[src/rtl/alu_arbiter.sv]
// Round-robin arbiter sharing one combinational ALU between two requesters,
// with a registered response slot per port. Optional grant counters: ALU_ARB_STAT_EN.
module alu_arbiter #(
  parameter int DATA_W = 32,
  parameter int TAG_W  = 4
) (
  input  logic              clk_i,
  input  logic              rst_i,
  input  logic              flush_i,
  input  logic              r0_req_valid_i,
  output logic              r0_req_ready_o,
  input  logic [2:0]        r0_ctrl_i,
  input  logic [DATA_W-1:0] r0_op1_i,
  input  logic [DATA_W-1:0] r0_op2_i,
  input  logic [TAG_W-1:0]  r0_tag_i,
  output logic              r0_resp_valid_o,
  input  logic              r0_resp_ready_i,
  output logic [DATA_W-1:0] r0_resp_data_o,
  output logic [TAG_W-1:0]  r0_resp_tag_o,
  input  logic              r1_req_valid_i,
  output logic              r1_req_ready_o,
  input  logic [2:0]        r1_ctrl_i,
  input  logic [DATA_W-1:0] r1_op1_i,
  input  logic [DATA_W-1:0] r1_op2_i,
  input  logic [TAG_W-1:0]  r1_tag_i,
  output logic              r1_resp_valid_o,
  input  logic              r1_resp_ready_i,
  output logic [DATA_W-1:0] r1_resp_data_o,
  output logic [TAG_W-1:0]  r1_resp_tag_o,
  output logic [2:0]        alu_ctrl_o,
  output logic [DATA_W-1:0] alu_data1_o,
  output logic [DATA_W-1:0] alu_data2_o,
  input  logic [DATA_W-1:0] alu_res_i
`ifdef ALU_ARB_STAT_EN
  ,
  output logic [15:0]       r0_grant_cnt_o,
  output logic [15:0]       r1_grant_cnt_o
`endif
);

  logic              r0_valid_q, r0_valid_d;
  logic [DATA_W-1:0] r0_data_q, r0_data_d;
  logic [TAG_W-1:0]  r0_tag_q, r0_tag_d;
  logic              r1_valid_q, r1_valid_d;
  logic [DATA_W-1:0] r1_data_q, r1_data_d;
  logic [TAG_W-1:0]  r1_tag_q, r1_tag_d;
  logic              last_q, last_d;
  logic              elig0, elig1, grant0, grant1;

  // A slot may be refilled in the same cycle its current result drains.
  always_comb begin
    elig0  = r0_req_valid_i && (!r0_valid_q || r0_resp_ready_i) && !flush_i && rst_i;
    elig1  = r1_req_valid_i && (!r1_valid_q || r1_resp_ready_i) && !flush_i && rst_i;
    grant0 = elig0 && (!elig1 || last_q);
    grant1 = elig1 && (!elig0 || !last_q);
  end

  always_comb begin
    alu_ctrl_o  = 3'b000;
    alu_data1_o = '0;
    alu_data2_o = '0;
    if (grant0) begin
      alu_ctrl_o  = r0_ctrl_i;
      alu_data1_o = r0_op1_i;
      alu_data2_o = r0_op2_i;
    end else if (grant1) begin
      alu_ctrl_o  = r1_ctrl_i;
      alu_data1_o = r1_op1_i;
      alu_data2_o = r1_op2_i;
    end
  end

  always_comb begin
    r0_valid_d = r0_valid_q;
    r0_data_d  = r0_data_q;
    r0_tag_d   = r0_tag_q;
    r1_valid_d = r1_valid_q;
    r1_data_d  = r1_data_q;
    r1_tag_d   = r1_tag_q;
    last_d     = last_q;
    if (flush_i) begin
      r0_valid_d = 1'b0;
      r1_valid_d = 1'b0;
    end else begin
      if (grant0) begin
        r0_valid_d = 1'b1;
        r0_data_d  = alu_res_i;
        r0_tag_d   = r0_tag_i;
        last_d     = 1'b0;
      end else if (r0_resp_ready_i) begin
        r0_valid_d = 1'b0;
      end
      if (grant1) begin
        r1_valid_d = 1'b1;
        r1_data_d  = alu_res_i;
        r1_tag_d   = r1_tag_i;
        last_d     = 1'b1;
      end else if (r1_resp_ready_i) begin
        r1_valid_d = 1'b0;
      end
    end
  end

  always_ff @(posedge clk_i) begin
    if (!rst_i) begin
      r0_valid_q <= 1'b0;
      r0_data_q  <= '0;
      r0_tag_q   <= '0;
      r1_valid_q <= 1'b0;
      r1_data_q  <= '0;
      r1_tag_q   <= '0;
      last_q     <= 1'b1;
    end else begin
      r0_valid_q <= r0_valid_d;
      r0_data_q  <= r0_data_d;
      r0_tag_q   <= r0_tag_d;
      r1_valid_q <= r1_valid_d;
      r1_data_q  <= r1_data_d;
      r1_tag_q   <= r1_tag_d;
      last_q     <= last_d;
    end
  end

  assign r0_req_ready_o  = grant0;
  assign r1_req_ready_o  = grant1;
  assign r0_resp_valid_o = r0_valid_q;
  assign r0_resp_data_o  = r0_data_q;
  assign r0_resp_tag_o   = r0_tag_q;
  assign r1_resp_valid_o = r1_valid_q;
  assign r1_resp_data_o  = r1_data_q;
  assign r1_resp_tag_o   = r1_tag_q;

`ifdef ALU_ARB_STAT_EN
  logic [15:0] r0_grant_cnt_q, r0_grant_cnt_d;
  logic [15:0] r1_grant_cnt_q, r1_grant_cnt_d;

  // Saturating counters; flush has no effect on them.
  always_comb begin
    r0_grant_cnt_d = r0_grant_cnt_q;
    r1_grant_cnt_d = r1_grant_cnt_q;
    if (grant0 && r0_grant_cnt_q != 16'hFFFF) r0_grant_cnt_d = r0_grant_cnt_q + 16'd1;
    if (grant1 && r1_grant_cnt_q != 16'hFFFF) r1_grant_cnt_d = r1_grant_cnt_q + 16'd1;
  end

  always_ff @(posedge clk_i) begin
    if (!rst_i) begin
      r0_grant_cnt_q <= '0;
      r1_grant_cnt_q <= '0;
    end else begin
      r0_grant_cnt_q <= r0_grant_cnt_d;
      r1_grant_cnt_q <= r1_grant_cnt_d;
    end
  end

  assign r0_grant_cnt_o = r0_grant_cnt_q;
  assign r1_grant_cnt_o = r1_grant_cnt_q;
`endif

endmodule

[config.mk]
export PLATFORM = sky130hd
export DESIGN_NAME = alu_arbiter
export DESIGN_NICKNAME = d
export VERILOG_FILES = /design/src/rtl/alu_arbiter.sv
export SDC_FILE = /design/constraint.sdc
export NUM_CORES = 1
export LEC_CHECK = 0
export BUFFER_PORTS_ARGS = -buffer_cell sky130_fd_sc_hd__buf_2
export CAP_MARGIN = 25
export CORE_AREA = 3 3 124 126
export DETAILED_ROUTE_END_ITERATION = 8
export DIE_AREA = 0 0 127 129
export PLACE_DENSITY = 0.61
export SKIP_CTS_REPAIR_TIMING = 1
export SYNTH_ARGS = -nofsm -noshare
export SYNTH_HDL_FRONTEND = slang
export SYNTH_SLANG_ARGS = --single-unit
export TNS_END_PERCENT = 100
[constraint.sdc]
create_clock -name clk_i -period 2.57 [get_ports clk_i]
set_input_delay 0.514 -clock clk_i [delete_from_list [all_inputs] [get_ports clk_i]]
set_output_delay 0.514 -clock clk_i [all_outputs]
set_load 0.05 [all_outputs]
==> flow_metrics.env <==
export IMPL_grt_pass1_vias=4689
export IMPL_crit_path_start_kind="input pin"
export IMPL_tightest_slew_ns=0.801
export IMPL_drcViolationCount=0
export IMPL_synthAdderAreaFrac=0
export IMPL_fin_hold_ws_ns=0.407
export IMPL_synthesis_area_um2=3940
export IMPL_synth_seq_cells=75
export IMPL_register_area_um2=1500
export IMPL_synth_top_cell_area_share=0.381
export IMPL_irDropWorstVdd_mv=0.405
export IMPL_grt_pass1_wl_mm=25.1
export IMPL_status="complete, no violations"
export IMPL_start_util=0.273
export IMPL_power_density_nw_per_um2=556
export IMPL_dieHeight_um=129
export IMPL_synth_cell_types=20
export IMPL_muxShareOfSynthArea=0
export IMPL_globalplace_congestion=0.809
export IMPL_min_to="r1_resp_tag_o[3]"
export IMPL_crit_arrival_ns=1.91
export IMPL_clock_skew_ns=0.00729
export IMPL_io_buffers=323
export IMPL_finalSetupViolCount=0
export IMPL_fin_crit_sh=0.942
export IMPL_core_area_um2=14400
export IMPL_h_tree_depth=3
export IMPL_grt_usage=0.188
export IMPL_grt_ovfl_total=0
export IMPL_ys_seq_area_frac=0.381
export IMPL_finalPower_mw=3.40
export IMPL_synth_compound_area_frac=0.287
export IMPL_slowest_stage="buf_2"
export IMPL_fp_dieW_um=127
export IMPL_timing_rr_end="r0_resp_data_o[4]"
export IMPL_min_from="r1_tag_i[3]"
export IMPL_fin_nets=1039
export IMPL_ys_warn_count=0
export IMPL_cts_buffers=9
export IMPL_hold_violations=0
export IMPL_relSlewSlack=0.466
export IMPL_die_area_um2=16400
export IMPL_worstRegToRegCells=6
export IMPL_synth_top_cell_by_area="dfxtp_1"
export IMPL_syn_to_final_growth_pct=55.1
export IMPL_synth_top_family_by_area="compound AO/OA/AOI/OAI gates"
export IMPL_cp_required_ns=2.06
export IMPL_tritoncts="done"
export IMPL_cts_path_max_buffers=2
export IMPL_vias=5223
export IMPL_io_pin_count=324
export IMPL_final_setup_tns_ns=0
export IMPL_via_per_inst=4.99
export IMPL_fmax_mhz=413
export IMPL_path_clk_slew_ns=0.06
export IMPL_drive_gt1_frac=0.463
export IMPL_final_common_cell="buf_2"
export IMPL_path_class="in -> out"
export IMPL_final_instance_count_excl_fill=1046
export IMPL_synth_nets=748
export IMPL_crit_top_cell="buf_2"
export IMPL_report_final_slew_viol_count=0
export IMPL_grt_max_degree=75
export IMPL_clk_latency_ns=0.33
export IMPL_crit_path_end_kind="output pin"
export IMPL_n_antenna_cell=0
export IMPL_multi_input_area_um2=2260
export IMPL_synth_xor_xnor_area_share=0
export IMPL_post_route_min_period_ns=2.42
export IMPL_synth_simple_area_share=0.244
export IMPL_wl_per_cell_um=16.3
export IMPL_antenna_found_initial=3
export IMPL_nFillCells=1567
export IMPL_postRouteAntennaNets=0
export IMPL_cp_max_fo=23
export IMPL_cts_num_sinks=75
export IMPL_placed_cells=1031
export IMPL_yosys_top_cells_area="dfxtp_1, nand2_1, a31oi_1, nand3_1, a21oi_1"
export IMPL_synthCells=567
export IMPL_rsz0062_at_grt="no"
export IMPL_first_pass_iters=4
export IMPL_hold_depth=3
export IMPL_r2r_start="r0_resp_valid_o"
export IMPL_syn_area_per_cell_um2=6.95
export IMPL_cap_violations=0
export IMPL_cpPeakStageDelay_ns=0.29
export IMPL_rows=44
export IMPL_r2r_setup_slack_ns=0.81
export IMPL_mostFrequentLayoutCells="buf_2, nand2_1, dfxtp_1, nand3_1, a31oi_1"
export IMPL_wl_mm=17.0
export IMPL_path_cells="buf_2 > and2b_4 > and3_1 > nand2_4 > buf_4 > a21oi_1 > buf_2"
export IMPL_cts_root_buf="clkbuf_16"
export IMPL_power_leakage_nw=2.88
export IMPL_min_path_type="in -> reg"
export IMPL_dp_hpwl_mm=12.2
export IMPL_drt_initial_drc_count=384
-- state kept, by name (all words and copies together) (netlist names) --
| signal | flops |
|---|---|
| last_q | 1 |
| r0_resp_data_o | 32 |
| r0_resp_tag_o | 4 |
| r0_resp_valid_o | 1 |
| r1_resp_data_o | 32 |
| r1_resp_tag_o | 4 |
| r1_resp_valid_o | 1 |
-- final cells by class --
type	count	area share
Sequential cell	75	0.246
Tap cell	184	0.0377
Clock inverter	5	0.0100
Inverter	2	0.00123
Multi-Input combinational cell	431	0.370
Clock buffer	10	0.0391
Timing Repair Buffer	339	0.297
-- routing by layer --
| metal | up-vias | wire length [um] | global-route usage | share of wire |
|---|---|---|---|---|
| met5 | - | 36 | 0 | 0.0021 |
| met4 | 6 | 104 | 0.0303 | 0.0061 |
| met3 | 18 | 1410 | 0.0639 | 0.083 |
| met2 | 195 | 8090 | 0.302 | 0.47 |
| met1 | 2415 | 7400 | 0.250 | 0.43 |
| li1 | 2589 | - | - | - |
-- how the worst max path moves through the flow --
| stage | from | to | slack (ns) |
|---|---|---|---|
| after floorplan | r0_resp_valid_o | alu_ctrl_o[0] | -0.14 |
| after global placement | flush_i | alu_ctrl_o[0] | 0.15 |
| after detailed placement | flush_i | alu_ctrl_o[0] | 0.14 |
| after CTS | flush_i | alu_ctrl_o[0] | 0.14 |
| after global routing | flush_i | alu_data2_o[16] | 0.06 |
| final | flush_i | alu_data1_o[30] | 0.15 |
-- cells by family after synthesis --
| group | after synthesis |
|---|---|
| DFF | 75 |
| buffers and inverters | 61 |
| AOI/OAI and AO/OA | 209 |
| and+or+nand+nor | 222 |
-- worst max-delay path, delay by kind of cell --
family          cells  cell delay [ns]
compound gates      1             0.20
buf+inv             3             0.62
simple gates        3             0.57
-- metrics by stage --
step,setup WS (ns),instance area (um^2),util
detailed placement,0.142,5810,0.403
floorplan,-0.144,4090,-
CTS,0.136,6110,0.424
global route,0.0632,6110,0.424
finish,0.150,6110,0.424
global placement,0.147,5810,0.403
-- cells in the mapped netlist (all sizes together) --
cell and n:
inv 2, nand2 141, buf 37, dfxtp 75, and3 2, nand4 1, and2 1, o21ai 72
o211ai 1, clkbuf 22, a21oi 69, a31oi 67, nand2b 3, and2b 1, nand3 73
-- power by group --
group          switching [mW]  internal [mW]  total, mW
Combinational           0.622          0.257      0.879
Clock                   0.494          0.780       1.27
Sequential             0.0268           1.22       1.25
(Power assumes the default switching activity.)
